`src/rtl/mem_store_buffer_if.sv`:
```
// Bundle of store, load-lookup and data-memory write signals for mem_store_buffer.
// The pipeline/memory side uses the master modport; the buffer uses slave.
interface mem_store_buffer_if #(
    parameter int DEPTH  = 4,
    parameter int ADDR_W = 32,
    parameter int DATA_W = 32
);
    localparam int CNT_W = $clog2(DEPTH) + 1;

    logic              st_valid;
    logic [ADDR_W-1:0] st_addr;
    logic [DATA_W-1:0] st_data;
    logic              st_ready;

    logic              ld_en;
    logic [ADDR_W-1:0] ld_addr;
    logic              ld_hit;
    logic [DATA_W-1:0] ld_data;
    logic              ld_stall;

    logic              dm_grant;
    logic              dm_write;
    logic [ADDR_W-1:0] dm_write_address;
    logic [DATA_W-1:0] dm_write_data;

    logic              empty;
    logic [CNT_W-1:0]  count;

    modport master (
        output st_valid, st_addr, st_data, ld_en, ld_addr, dm_grant,
        input  st_ready, ld_hit, ld_data, ld_stall, dm_write,
               dm_write_address, dm_write_data, empty, count
    );

    modport slave (
        input  st_valid, st_addr, st_data, ld_en, ld_addr, dm_grant,
        output st_ready, ld_hit, ld_data, ld_stall, dm_write,
               dm_write_address, dm_write_data, empty, count
    );
endinterface

```
`src/rtl/mem_store_buffer.sv`:
```
// Posted-write FIFO between MEM stage and data memory, with load lookup.
// Define STORE_BUF_FWD_EN to forward buffered data; otherwise matching loads stall.
module mem_store_buffer #(
    parameter int DEPTH  = 4,
    parameter int ADDR_W = 32,
    parameter int DATA_W = 32
) (
    input  logic                clk,
    input  logic                reset,
    mem_store_buffer_if.slave   bus
);
    localparam int PTR_W = $clog2(DEPTH);
    localparam int CNT_W = PTR_W + 1;
    // Word-granular compare: byte offset bits are ignored.
    localparam logic [ADDR_W-1:0] WORD_MASK = {{(ADDR_W-2){1'b1}}, 2'b00};

    logic [PTR_W-1:0]  wr_ptr_reg;
    logic [PTR_W-1:0]  rd_ptr_reg;
    logic [CNT_W-1:0]  count_reg;
    logic [DEPTH-1:0]  valid_reg;
    logic [ADDR_W-1:0] addr_mem [DEPTH];
    logic [DATA_W-1:0] data_mem [DEPTH];

    logic full;
    logic is_empty;
    logic push;
    logic pop;

    assign full     = (count_reg == CNT_W'(DEPTH));
    assign is_empty = (count_reg == '0);
    assign push     = bus.st_valid && !full;
    assign pop      = !is_empty && bus.dm_grant;

    always_ff @(posedge clk or posedge reset) begin
        if (reset) begin
            wr_ptr_reg <= '0;
            rd_ptr_reg <= '0;
            count_reg  <= '0;
            valid_reg  <= '0;
        end else begin
            if (push)
                wr_ptr_reg <= wr_ptr_reg + 1'b1;
            if (pop)
                rd_ptr_reg <= rd_ptr_reg + 1'b1;
            if (push && !pop)
                count_reg <= count_reg + 1'b1;
            else if (pop && !push)
                count_reg <= count_reg - 1'b1;
            // Push and pop never hit the same slot: push needs !full, pop needs !empty.
            if (pop)
                valid_reg[rd_ptr_reg] <= 1'b0;
            if (push)
                valid_reg[wr_ptr_reg] <= 1'b1;
        end
    end

    // Payload storage carries no reset; valid_reg qualifies every use.
    always_ff @(posedge clk) begin
        if (push) begin
            addr_mem[wr_ptr_reg] <= bus.st_addr;
            data_mem[wr_ptr_reg] <= bus.st_data;
        end
    end

    assign bus.st_ready         = !full;
    assign bus.empty            = is_empty;
    assign bus.count            = count_reg;
    assign bus.dm_write         = pop;
    assign bus.dm_write_address = is_empty ? '0 : addr_mem[rd_ptr_reg];
    assign bus.dm_write_data    = is_empty ? '0 : data_mem[rd_ptr_reg];

    // Lookup ordered by age: slot gi is the (gi+1)-th most recent store.
    logic [DEPTH-1:0]  match_age;
    logic [DATA_W-1:0] age_data [DEPTH];

    generate
        for (genvar gi = 0; gi < DEPTH; gi++) begin : g_age
            logic [PTR_W-1:0] age_idx;
            assign age_idx       = wr_ptr_reg - PTR_W'(gi + 1);
            assign match_age[gi] = valid_reg[age_idx] &&
                                   (((addr_mem[age_idx] ^ bus.ld_addr) & WORD_MASK) == '0);
            assign age_data[gi]  = data_mem[age_idx];
        end
    endgenerate

    logic              any_match;
    logic [DATA_W-1:0] youngest_data;

    always_comb begin
        youngest_data = '0;
        // Walk oldest to youngest so the youngest match is the last one written.
        for (int i = DEPTH - 1; i >= 0; i--) begin
            if (match_age[i])
                youngest_data = age_data[i];
        end
    end

    assign any_match = bus.ld_en && (|match_age);

`ifdef STORE_BUF_FWD_EN
    assign bus.ld_hit   = any_match;
    assign bus.ld_data  = any_match ? youngest_data : '0;
    assign bus.ld_stall = 1'b0;
`else
    assign bus.ld_hit   = 1'b0;
    assign bus.ld_data  = '0;
    assign bus.ld_stall = any_match;
`endif

endmodule

```
`src/flat_wrapper.sv`:
```
// flat-port wrapper written by rule: the top's interface ports become plain ports
module mem_store_buffer_flat 
#(
    parameter int DEPTH  = 4,
    parameter int ADDR_W = 32,
    parameter int DATA_W = 32
)
  (clk, reset, bus_st_valid, bus_st_addr, bus_st_data, bus_ld_en, bus_ld_addr, bus_dm_grant, bus_st_ready, bus_ld_hit, bus_ld_data, bus_ld_stall, bus_dm_write, bus_dm_write_address, bus_dm_write_data, bus_empty, bus_count);
  mem_store_buffer_if #(.DEPTH(DEPTH), .ADDR_W(ADDR_W), .DATA_W(DATA_W)) bus_i ();
  input  logic clk;
  input  logic reset;
  input wire logic [$bits(bus_i.st_valid)-1:0] bus_st_valid;
  input wire logic [$bits(bus_i.st_addr)-1:0] bus_st_addr;
  input wire logic [$bits(bus_i.st_data)-1:0] bus_st_data;
  input wire logic [$bits(bus_i.ld_en)-1:0] bus_ld_en;
  input wire logic [$bits(bus_i.ld_addr)-1:0] bus_ld_addr;
  input wire logic [$bits(bus_i.dm_grant)-1:0] bus_dm_grant;
  output wire logic [$bits(bus_i.st_ready)-1:0] bus_st_ready;
  output wire logic [$bits(bus_i.ld_hit)-1:0] bus_ld_hit;
  output wire logic [$bits(bus_i.ld_data)-1:0] bus_ld_data;
  output wire logic [$bits(bus_i.ld_stall)-1:0] bus_ld_stall;
  output wire logic [$bits(bus_i.dm_write)-1:0] bus_dm_write;
  output wire logic [$bits(bus_i.dm_write_address)-1:0] bus_dm_write_address;
  output wire logic [$bits(bus_i.dm_write_data)-1:0] bus_dm_write_data;
  output wire logic [$bits(bus_i.empty)-1:0] bus_empty;
  output wire logic [$bits(bus_i.count)-1:0] bus_count;
  assign bus_i.st_valid = bus_st_valid;
  assign bus_i.st_addr = bus_st_addr;
  assign bus_i.st_data = bus_st_data;
  assign bus_i.ld_en = bus_ld_en;
  assign bus_i.ld_addr = bus_ld_addr;
  assign bus_i.dm_grant = bus_dm_grant;
  assign bus_st_ready = bus_i.st_ready;
  assign bus_ld_hit = bus_i.ld_hit;
  assign bus_ld_data = bus_i.ld_data;
  assign bus_ld_stall = bus_i.ld_stall;
  assign bus_dm_write = bus_i.dm_write;
  assign bus_dm_write_address = bus_i.dm_write_address;
  assign bus_dm_write_data = bus_i.dm_write_data;
  assign bus_empty = bus_i.empty;
  assign bus_count = bus_i.count;
  mem_store_buffer #(.DEPTH(DEPTH), .ADDR_W(ADDR_W), .DATA_W(DATA_W)) u_core (.clk(clk), .reset(reset), .bus(bus_i));
endmodule
```
`config.mk`:
```
export PLATFORM = sky130hd
export DESIGN_NAME = mem_store_buffer_flat
export DESIGN_NICKNAME = d
export VERILOG_FILES = /design/src/rtl/mem_store_buffer_if.sv /design/src/rtl/mem_store_buffer.sv /design/src/flat_wrapper.sv
export SDC_FILE = /design/constraint.sdc
export NUM_CORES = 1
export LEC_CHECK = 0
export BUFFER_PORTS_ARGS = -buffer_cell sky130_fd_sc_hd__buf_2
export CORE_MARGIN = 2
export CORE_UTILIZATION = 50
export CTS_BUF_LIST = sky130_fd_sc_hd__clkbuf_16
export DETAILED_ROUTE_END_ITERATION = 16
export PLACE_DENSITY = 0.71
export SETUP_SLACK_MARGIN = 0.5
export SLEW_MARGIN = 40
export SYNTH_ARGS = -nofsm -noshare
export SYNTH_HDL_FRONTEND = slang
export SYNTH_SLANG_ARGS = --single-unit
export TNS_END_PERCENT = 100
```
`constraint.sdc`:
```
create_clock -name clk -period 8 [get_ports clk]
set_input_delay 0.4 -clock clk [delete_from_list [all_inputs] [get_ports clk]]
set_output_delay 0.4 -clock clk [all_outputs]
set_load 0.1 [all_outputs]
```
# Word-level counts from Yosys, hierarchy flattened
# Memory sizes are Yosys's and may differ from the RTL's.
# Cells that the tools add are included.
# word_totals
register_bits	11
mem_bits_rw	256
output_inout_bits	104
memories	2
# classes
n_addsub	7
magnitude_cmp	7
eq_ne	1
muxes	20
bitwise_logic	7
reduce_logical	22
# mem_list
name	depth	width	read_ports	rd_clocked_by_memory_dff	write_ports	line	source
u_core.addr_mem	4	32	5	0	1	mem_store_buffer.sv:21	logic [ADDR_W-1:0] addr_mem [DEPTH];
u_core.data_mem	4	32	1	0	1	mem_store_buffer.sv:22	logic [DATA_W-1:0] data_mem [DEPTH];
# op_table
op	n
32-bit logical NOT	4
32-bit bitwise XOR	4
32-bit 2-to-1 mux	2
2-bit by 3-bit < comparator with 1-bit output (second input constant)	5
1-bit logical AND	11
1-bit binary-select mux with 2-bit select	4
1-bit 2-to-1 mux	8
4-bit 2-to-1 mux	2
3-bit 2-to-1 mux	2
2-bit by 1-bit adder with 2-bit output (second input constant)	2
4-bit AND	1
1-bit demux with 2-bit select	2
2-bit by 1-bit >= comparator with 1-bit output (second input constant)	2
1-bit logical NOT	4
4-bit inverter	1
4-bit OR	1
4-bit OR reduction	1
2-bit subtractor (second input constant)	2
3-bit by 1-bit adder with 3-bit output (second input constant)	1
3-bit == test (second input constant)	1
3-bit logical NOT	1
3-bit by 1-bit subtractor with 3-bit output (second input constant)	1
2-bit nonzero test	1
2-bit by 1-bit subtractor with 2-bit output (second input constant)	1

# Longest topological paths before layout
# Gate-level depths: netlist of the first run.
# logic_depth
ltp_word	9
ltp_mapped	17
mapped_depth_nobuf	9

# Worst setup path after synthesis of the first run
# Ideal clock, no wire load.
# synth_path
path_type	reg-to-output
startpoint	reg u_core.wr_ptr_reg[0]
endpoint	out bus_ld_stall
t_arrival_ps	3819
setup_slack_ps	3781
path_stages_with_launch	16
cell_sequence	dfrtp_1 -> buf_6 -> buf_6 -> buf_6 -> inv_2 -> buf_2 -> ha_1 -> buf_4 -> buf_6 -> buf_4 -> mux2i_1 -> mux2i_1 -> a2111oi_0 -> nand4_1 -> nor4_1 -> o41a_1
# synth_via
elab_chain_cells	7
word_cells_on_any_way	26
cone_classes	3 x add/sub; 8 x mux; 4 x bitwise; 10 x reduce/logical; 1 x memory
# synth_rtl
element	line	source
start: declaration	mem_store_buffer.sv:17	logic [PTR_W-1:0] wr_ptr_reg;
start signal: assignment	mem_store_buffer.sv:42	wr_ptr_reg <= wr_ptr_reg + 1'b1;
2-bit by 1-bit subtractor with 2-bit output *	mem_store_buffer.sv:79	assign age_idx = wr_ptr_reg - PTR_W'(gi + 1);
net u_core.g_age[0].age_idx[0]	mem_store_buffer.sv:78	logic [PTR_W-1:0] age_idx;
memory 4 x 32 bit	n/a	
32-bit bitwise XOR	mem_store_buffer.sv:81	(((addr_mem[age_idx] ^ bus.ld_addr) & WORD_MASK) == '0);
32-bit logical NOT	mem_store_buffer.sv:81	
1-bit logical AND *	mem_store_buffer.sv:80	assign match_age[gi] = valid_reg[age_idx] &&
4-bit OR reduction *	mem_store_buffer.sv:98	assign any_match = bus.ld_en && (|match_age);
1-bit logical AND *	mem_store_buffer.sv:98	
end: declaration	flat_wrapper.sv:21	output wire logic [$bits(bus_i.ld_stall)-1:0] bus_ld_stall;
# Mark *: on every way through the listed nets, which the timed path passes. The rest lies on a longest branch. The select of a mux whose other input is x is not followed.

# Worst setup path in the final report of the first run
# layout_path
startpoint	reg u_core.wr_ptr_reg[0]
endpoint	out bus_ld_stall
# layout_via
elab_chain_cells	7
word_cells_on_any_way	26
cone_classes	3 x add/sub; 8 x mux; 4 x bitwise; 10 x reduce/logical; 1 x memory
# layout_rtl
element	line
2-bit subtractor *	mem_store_buffer.sv:79
net u_core.g_age[2].age_idx[1]	mem_store_buffer.sv:78
memory 4 x 32 bit	n/a
32-bit bitwise XOR	mem_store_buffer.sv:81
32-bit logical NOT	mem_store_buffer.sv:81
1-bit logical AND *	mem_store_buffer.sv:80
4-bit OR reduction *	mem_store_buffer.sv:98
1-bit logical AND *	mem_store_buffer.sv:98
# Marked as above.

==> results.json, run 1 <==
{
  "place_area_um2": 16290,
  "tns_ns": 0,
  "cpMostUsedCell": "nor4_1",
  "hpwl_mm": 27.35,
  "root_buffer": "clkbuf_16",
  "maxCapViolations": 0,
  "synth_simple_gate_area_share_pct": 6.361,
  "io_pins": 205,
  "grt_pass1_wl_mm": 56.99,
  "setup_viol": 0,
  "design.die.area_um2": 31780,
  "highest_layer": "met5",
  "routed_wirelength_mm": 38.28,
  "min_period_ns": 5.913,
  "die_width_um": 178.3,
  "fillers": 2368,
  "fin_area_um2": 17260,
  "crit_path_max_fanout": 46,
  "wl_met2_mm": 18.18,
  "firstDrtPassIters": 7,
  "cp-end-kind": "output port",
  "yosysWarnings": 0,
  "grt_pass1_vias": 9324,
  "cts_tree": "yes",
  "syn_area_um2": 15190,
  "clock_path_buffers": 3,
  "wirelength_met1_mm": 15.78,
  "synth_fa_ha_area_share_pct": 0.8734,
  "arrival_ns": 5.51,
  "synth_area_per_cell_um2": 15.35,
  "synth_top_family_by_area": "multiplexers",
  "yosysUniqueCellTypes": 55,
  "grt_max_degree": 66,
  "ctsHtreeMaxLevel": 1,
  "antenna_found_initial": 7,
  "grt_use_total_pct": 24.31,
  "regArea_um2": 7975,
  "die_height_um": 178.3,
  "critPathRequiredTime_ns": 7.60,
  "rows": 63,
  "drc_errors": 0,
  "relSlewSlack_pct": 50.13,
  "gp_congestion": 0.9298,
  "grt-ovfl-total": 0,
  "drv_slew": 0,
  "syn2layout_area_growth_pct": 13.69,
  "cts_resized": 0,
  "wl_met3_mm": 2.997,
  "ant_nets": 0,
  "ys_seq_area_share_pct": 52.43,
  "clkTransAtPathRegs_ns": 0.06,
  "muxShareOfSynthArea_pct": 25.45,
  "core_area_um2": 29800,
  "synth_edf_count": 256,
  "max_stage_delay_ns": 0.87,
  "clk_latency_ns": 0.57,
  "clock_skew_ns": 0.01862,
  "worstHoldPathType": "primary input to flop",
  "vias": 9430,
  "worst_pin_slew_ns": 0.7292,
  "port_buffers": 169,
  "synthCells": 989,
  "grt_setup_unrepaired": "no",
  "drive_gt1_share_pct": 33.07,
  "fin_crit_sh_pct": 73.91,
  "ys_async_sr_fraction_pct": 4.120,
  "multi_input_area_um2": 6674,
  "hold_violations": 0,
  "path_cells": "inv_2 > ha_4 > buf_4 > mux4_2 > xor2_1 > nor4_1 > nand4_1 > nor4_1 > o41a_1 > buf_2",
  "cts_sinks": 267,
  "critPathLaunchType": "flop",
  "vias_per_cell": 6.104,
  "crit_path_top_delay_cell": "dfrtp_4",
  "fmax_mhz": 169.1,
  "path_class": "flop to output port",
  "synth_xor_area_share_pct": 5.825,
  "synth_top_flop_cell": "edfxtp_1",
  "layout.nets": 1242,
  "synth-compound-area-share_pct": 4.375,
  "start_util_pct": 50.97,
  "ys_seq_elements": 267,
  "status": "finished clean",
  "cts_buffers": 27,
  "drtIter0Drc": 776,
  "wire_per_inst_um": 24.78
}
==> critical path: cells and delay by family (launching register included) <==
kind / cells / cell delay [ns]
buffers and inverters: 3 / 1.32
and+or+nand+nor: 3 / 0.95
DFF: 1 / 0.87
adders and majority gates: 1 / 0.81
muxes: 1 / 0.58
AOI/OAI and AO/OA: 1 / 0.23
xor gates and xnor gates: 1 / 0.15
==> routing by layer <==
layer	vias to the layer above	GRT usage, %
li1	4149	-
met1	4821	32.42
met2	374	39.23
met3	80	6.479
met4	6	7.724
met5	-	0
==> kinds of logic (layout without fill, tap and decap cells) <==
| logic type | count (synthesis) | count (layout) |
|---|---|---|
| compound gates | 94 | 94 |
| xor+xnor | 101 | 101 |
| fa+ha+maj | 10 | 10 |
| buf+inv | 120 | 251 |
| flops | 267 | 267 |
| mux | 218 | 218 |
| other cells | 1 | 36 |
| simple gates | 178 | 178 |
==> layout make-up <==
class | instances | share of cell area [%]
clock buffers | 30 | 4.348
inverters | 12 | 0.2609
clock inverters | 20 | 1.087
repair buffers | 189 | 6.581
flip-flops and latches | 267 | 46.19
diodes | 3 | 0.04348
multi-input cells | 634 | 38.66
well taps | 390 | 2.826
==> Yosys cell counts, types with 3 or more instances <==
| master | number | area [um2] |
|---|---|---|
| o21ai_0 | 19 | 95.09 |
| a2111oi_0 | 3 | 26.28 |
| and3_1 | 4 | 25.02 |
| o2111ai_1 | 4 | 35.03 |
| nand3b_1 | 3 | 22.52 |
| buf_4 | 43 | 322.8 |
| ha_1 | 9 | 112.6 |
| a211oi_1 | 8 | 60.06 |
| nor4_1 | 20 | 125.1 |
| xnor2_1 | 44 | 385.4 |
| xor2_1 | 57 | 499.2 |
| buf_2 | 10 | 50.05 |
| dfrtp_1 | 11 | 275.3 |
| nor2_1 | 12 | 45.04 |
| a22oi_1 | 4 | 30.03 |
| nand4_1 | 13 | 81.33 |
| a21o_1 | 4 | 30.03 |
| buf_1 | 13 | 48.80 |
| nor3_1 | 8 | 40.04 |
| nor2b_1 | 65 | 406.6 |
| edfxtp_1 | 256 | 7687 |
| o211ai_1 | 3 | 22.52 |
| clkbuf_1 | 32 | 120.1 |
| nand3_1 | 3 | 15.01 |
| a21oi_1 | 10 | 50.05 |
| inv_1 | 10 | 37.54 |
| a2bb2oi_1 | 4 | 35.03 |
| o221ai_1 | 3 | 26.28 |
| mux2_2 | 3 | 33.78 |
| nand2_1 | 43 | 161.4 |
| mux4_2 | 134 | 3018 |
| and2_1 | 4 | 25.02 |
| mux2i_1 | 79 | 790.8 |
| o21ai_1 | 5 | 25.02 |
| o22ai_1 | 8 | 50.05 |
| buf_6 | 8 | 90.09 |
| a221oi_1 | 5 | 43.79 |
==> timing repair <==
item | 4_1_cts | 5_1_grt
setup buffers | 0 | 0
hold buffers | 1 | 0
hold endpoints to repair | 11 | 0
==> worst paths after layout <==
kind / startpoint / endpoint / slack (ns) / cells after the start
setup / recovery: u_core.wr_ptr_reg[0]$_DFFE_PP0P_ / bus_ld_stall / 2.09 / 10
hold / removal: bus_st_addr[31] / u_core.addr_mem[0][31]$_DFFE_PP_ / 0.04 / 1
setup reg to reg: u_core.wr_ptr_reg[0]$_DFFE_PP0P_ / u_core.data_mem[2][26]$_DFFE_PP_ / 5.44 / 5
hold reg to reg: u_core.bus.count[2]$_DFFE_PP0P_ / u_core.bus.count[2]$_DFFE_PP0P_ / 0.53 / 1
max in group asynchronous: reset / u_core.rd_ptr_reg[0]$_DFFE_PP0P_ / 7.29 / 3
min in group asynchronous: reset / u_core.rd_ptr_reg[1]$_DFFE_PP0P_ / 0.37 / 3
==> placed cells by master, fill, tap and decap left out, types with 4 or more instances in the layout <==
cell type,instances
o2111ai_1,4
o21ai_0,19
o21ai_1,5
a211oi_1,8
inv_1,11
buf_2,169
xnor2_1,44
edfxtp_1,256
nand2_1,43
clkbuf_16,30
ha_1,8
nor2_1,12
conb_1,33
clkinv_1,7
nor3_1,7
dfrtp_1,7
mux4_2,134
a22oi_1,4
and2_1,4
a21o_1,4
o22ai_1,8
and3_4,4
buf_12,11
nor2b_1,65
mux2i_1,79
a2bb2oi_1,4
a21oi_1,10
nand4_1,13
buf_4,8
nor4_1,20
xor2_1,57
clkinv_2,7
a221oi_1,5
==> through the flow <==
stage / std cells / setup slack [ns] / utilization (%) / hold WS, ns
3_5_place_dp: 1490 / 2.662 / 54.67 / 0.4130
6_report: 1545 / 2.087 / 57.94 / 0.04136
4_1_cts: 1541 / 2.047 / 57.85 / 0.02064
3_3_place_gp: 1480 / 2.695 / 53.99 / 0.4164
5_1_grt: 1543 / 1.822 / 57.92 / 0.02919
2_1_floorplan: 1021 / 3.781 / - / 0.2524
Power of run 1 is not shown: default switching activity piles up to over one toggle a cycle in this logic, so the estimate is an artifact.
==> run 2: changes to the inputs <==
Clock period 8 ns to 5.8 ns, I/O delays scaled along.
==> results.json, run 2 (synthesis gave the netlist of run 1 again) <==
{
  "routed_wirelength_mm": 39.12,
  "core_area_um2": 29800,
  "rows": 63,
  "clkTransAtPathRegs_ns": 0.06,
  "drive_gt1_share_pct": 30.51,
  "io_pins": 205,
  "ant_nets": 0,
  "layout_commonest_cell": "edfxtp_1",
  "grt_pass1_vias": 9675,
  "mostFrequentLayoutCells": "256 x edfxtp_1, 169 x buf_2, 134 x mux4_2",
  "fin_crit_sh_pct": 86.03,
  "cts_sinks": 267,
  "cts_resized": 0,
  "critPathRequiredTime_ns": 5.51,
  "min_period_ns": 4.990,
  "maxCapViolations": 0,
  "hold_violations": 0,
  "status": "finished clean",
  "die_width_um": 178.3,
  "vias": 9656,
  "drc_errors": 0,
  "worst_pin_slew_ns": 0.7961,
  "clk_latency_ns": 0.57,
  "firstDrtPassIters": 5,
  "highest_layer": "met4",
  "clock_path_buffers": 3,
  "hpwl_mm": 27.09,
  "multi_input_area_um2": 6674,
  "cp-end-kind": "output port",
  "fin_area_um2": 17790,
  "arrival_ns": 4.70,
  "regArea_um2": 7975,
  "relSlewSlack_pct": 45.55,
  "grt_max_degree": 66,
  "vias_per_cell": 6.012,
  "grt_pass1_wl_mm": 58.73,
  "drtIter0Drc": 835,
  "drv_slew": 0,
  "pre_cts_ws_ns": 1.239,
  "cts_tree": "yes",
  "critPathLaunchType": "flop",
  "path_class": "flop to output port",
  "fin_ws_ns": 0.8101,
  "wl_met2_mm": 18.79,
  "place_inst": 1488,
  "gp_congestion": 0.9497,
  "worstHoldPathType": "primary input to flop",
  "wl_met3_mm": 3.252,
  "setup_viol": 0,
  "syn2layout_area_growth_pct": 17.15,
  "fmax_mhz": 200.4,
  "wire_per_inst_um": 24.36,
  "fillers": 2305,
  "design.die.area_um2": 31780,
  "fin_cells": 1606,
  "tns_ns": 0,
  "ctsHtreeMaxLevel": 1,
  "place_area_um2": 16250,
  "wirelength_met1_mm": 15.94,
  "die_height_um": 178.3,
  "clock_skew_ns": 0.02048,
  "cts_buffers": 28,
  "diodes": 0,
  "antenna_found_initial": 0,
  "grt_setup_unrepaired": "no",
  "port_buffers": 169,
  "start_util_pct": 50.97,
  "crit_path_max_fanout": 44,
  "root_buffer": "clkbuf_16",
  "grt-ovfl-total": 0,
  "grt_use_total_pct": 24.85,
  "layout.nets": 1306
}
run 2: changes by cell type in the layout (fill, tap and decap cells not counted), sizes merged:
cell	previous run	this run
dlygate4sd3	1	65
buf	188	187
clkbuf	30	28
inv	13	24
diode	3	0
bufinv	3	1
clkinv	15	9
run 2: path summary, 6_finish.rpt:
kind	from	end	slack [ns]	cells past startpoint
min reg2reg	u_core.bus.count[2]$_DFFE_PP0P_	u_core.bus.count[2]$_DFFE_PP0P_	0.53	1
max	u_core.wr_ptr_reg[0]$_DFFE_PP0P_	bus_ld_stall	0.81	11
min	bus_dm_grant	u_core.rd_ptr_reg[0]$_DFFE_PP0P_	0.23	3
max in group asynchronous	reset	u_core.wr_ptr_reg[0]$_DFFE_PP0P_	5.21	3
min in group asynchronous	reset	u_core.rd_ptr_reg[1]$_DFFE_PP0P_	0.25	3
max reg2reg	u_core.wr_ptr_reg[0]$_DFFE_PP0P_	u_core.addr_mem[1][6]$_DFFE_PP_	3.00	4
run 2: layout make-up:
| class | instances | share of cell area, % |
|---|---|---|
| sequential | 267 | 44.83 |
| multi-input combinational | 634 | 37.52 |
| timing repair buffer | 252 | 9.875 |
| clock buffer | 28 | 3.939 |
| tap | 390 | 2.743 |
| clock inverter | 23 | 0.8440 |
| inverter | 12 | 0.2532 |
run 2: what timing repair did:
item / in CTS / in global routing
setup endpoints to repair: 0 / 1
hold buffers: 65 / 0
buffers inserted: 0 / 1
hold endpoints to repair: 267 / 0
run 2: metal layers:
metal / up-vias / global-route usage (%)
met4: 0 / 7.046
met2: 399 / 40.52
met3: 64 / 6.159
met1: 4921 / 33.42
li1: 4272 / -
met5: - / 0
run 2: through the flow:
step / hold slack, ns / utilization [%]
after floorplan: 0.1424 / -
after global placement: 0.3066 / 54.13
after detailed placement: 0.3016 / 54.53
after CTS: 0.2066 / 59.57
after global routing: 0.2545 / 59.70
final: 0.2278 / 59.70
run 2: worst max-delay path: stages (launching register included):
cell       delay [ns]
dfrtp_4          0.68
inv_2            0.27
ha_4             0.46
buf_12           0.30
mux2i_1          0.28
and2_1           0.17
a211oi_1         0.05
a2111oi_0        0.71
nand4_1          0.17
nor4_1           0.32
o41a_1           0.23
buf_2            0.44
Power of run 2 is left out for the same reason.
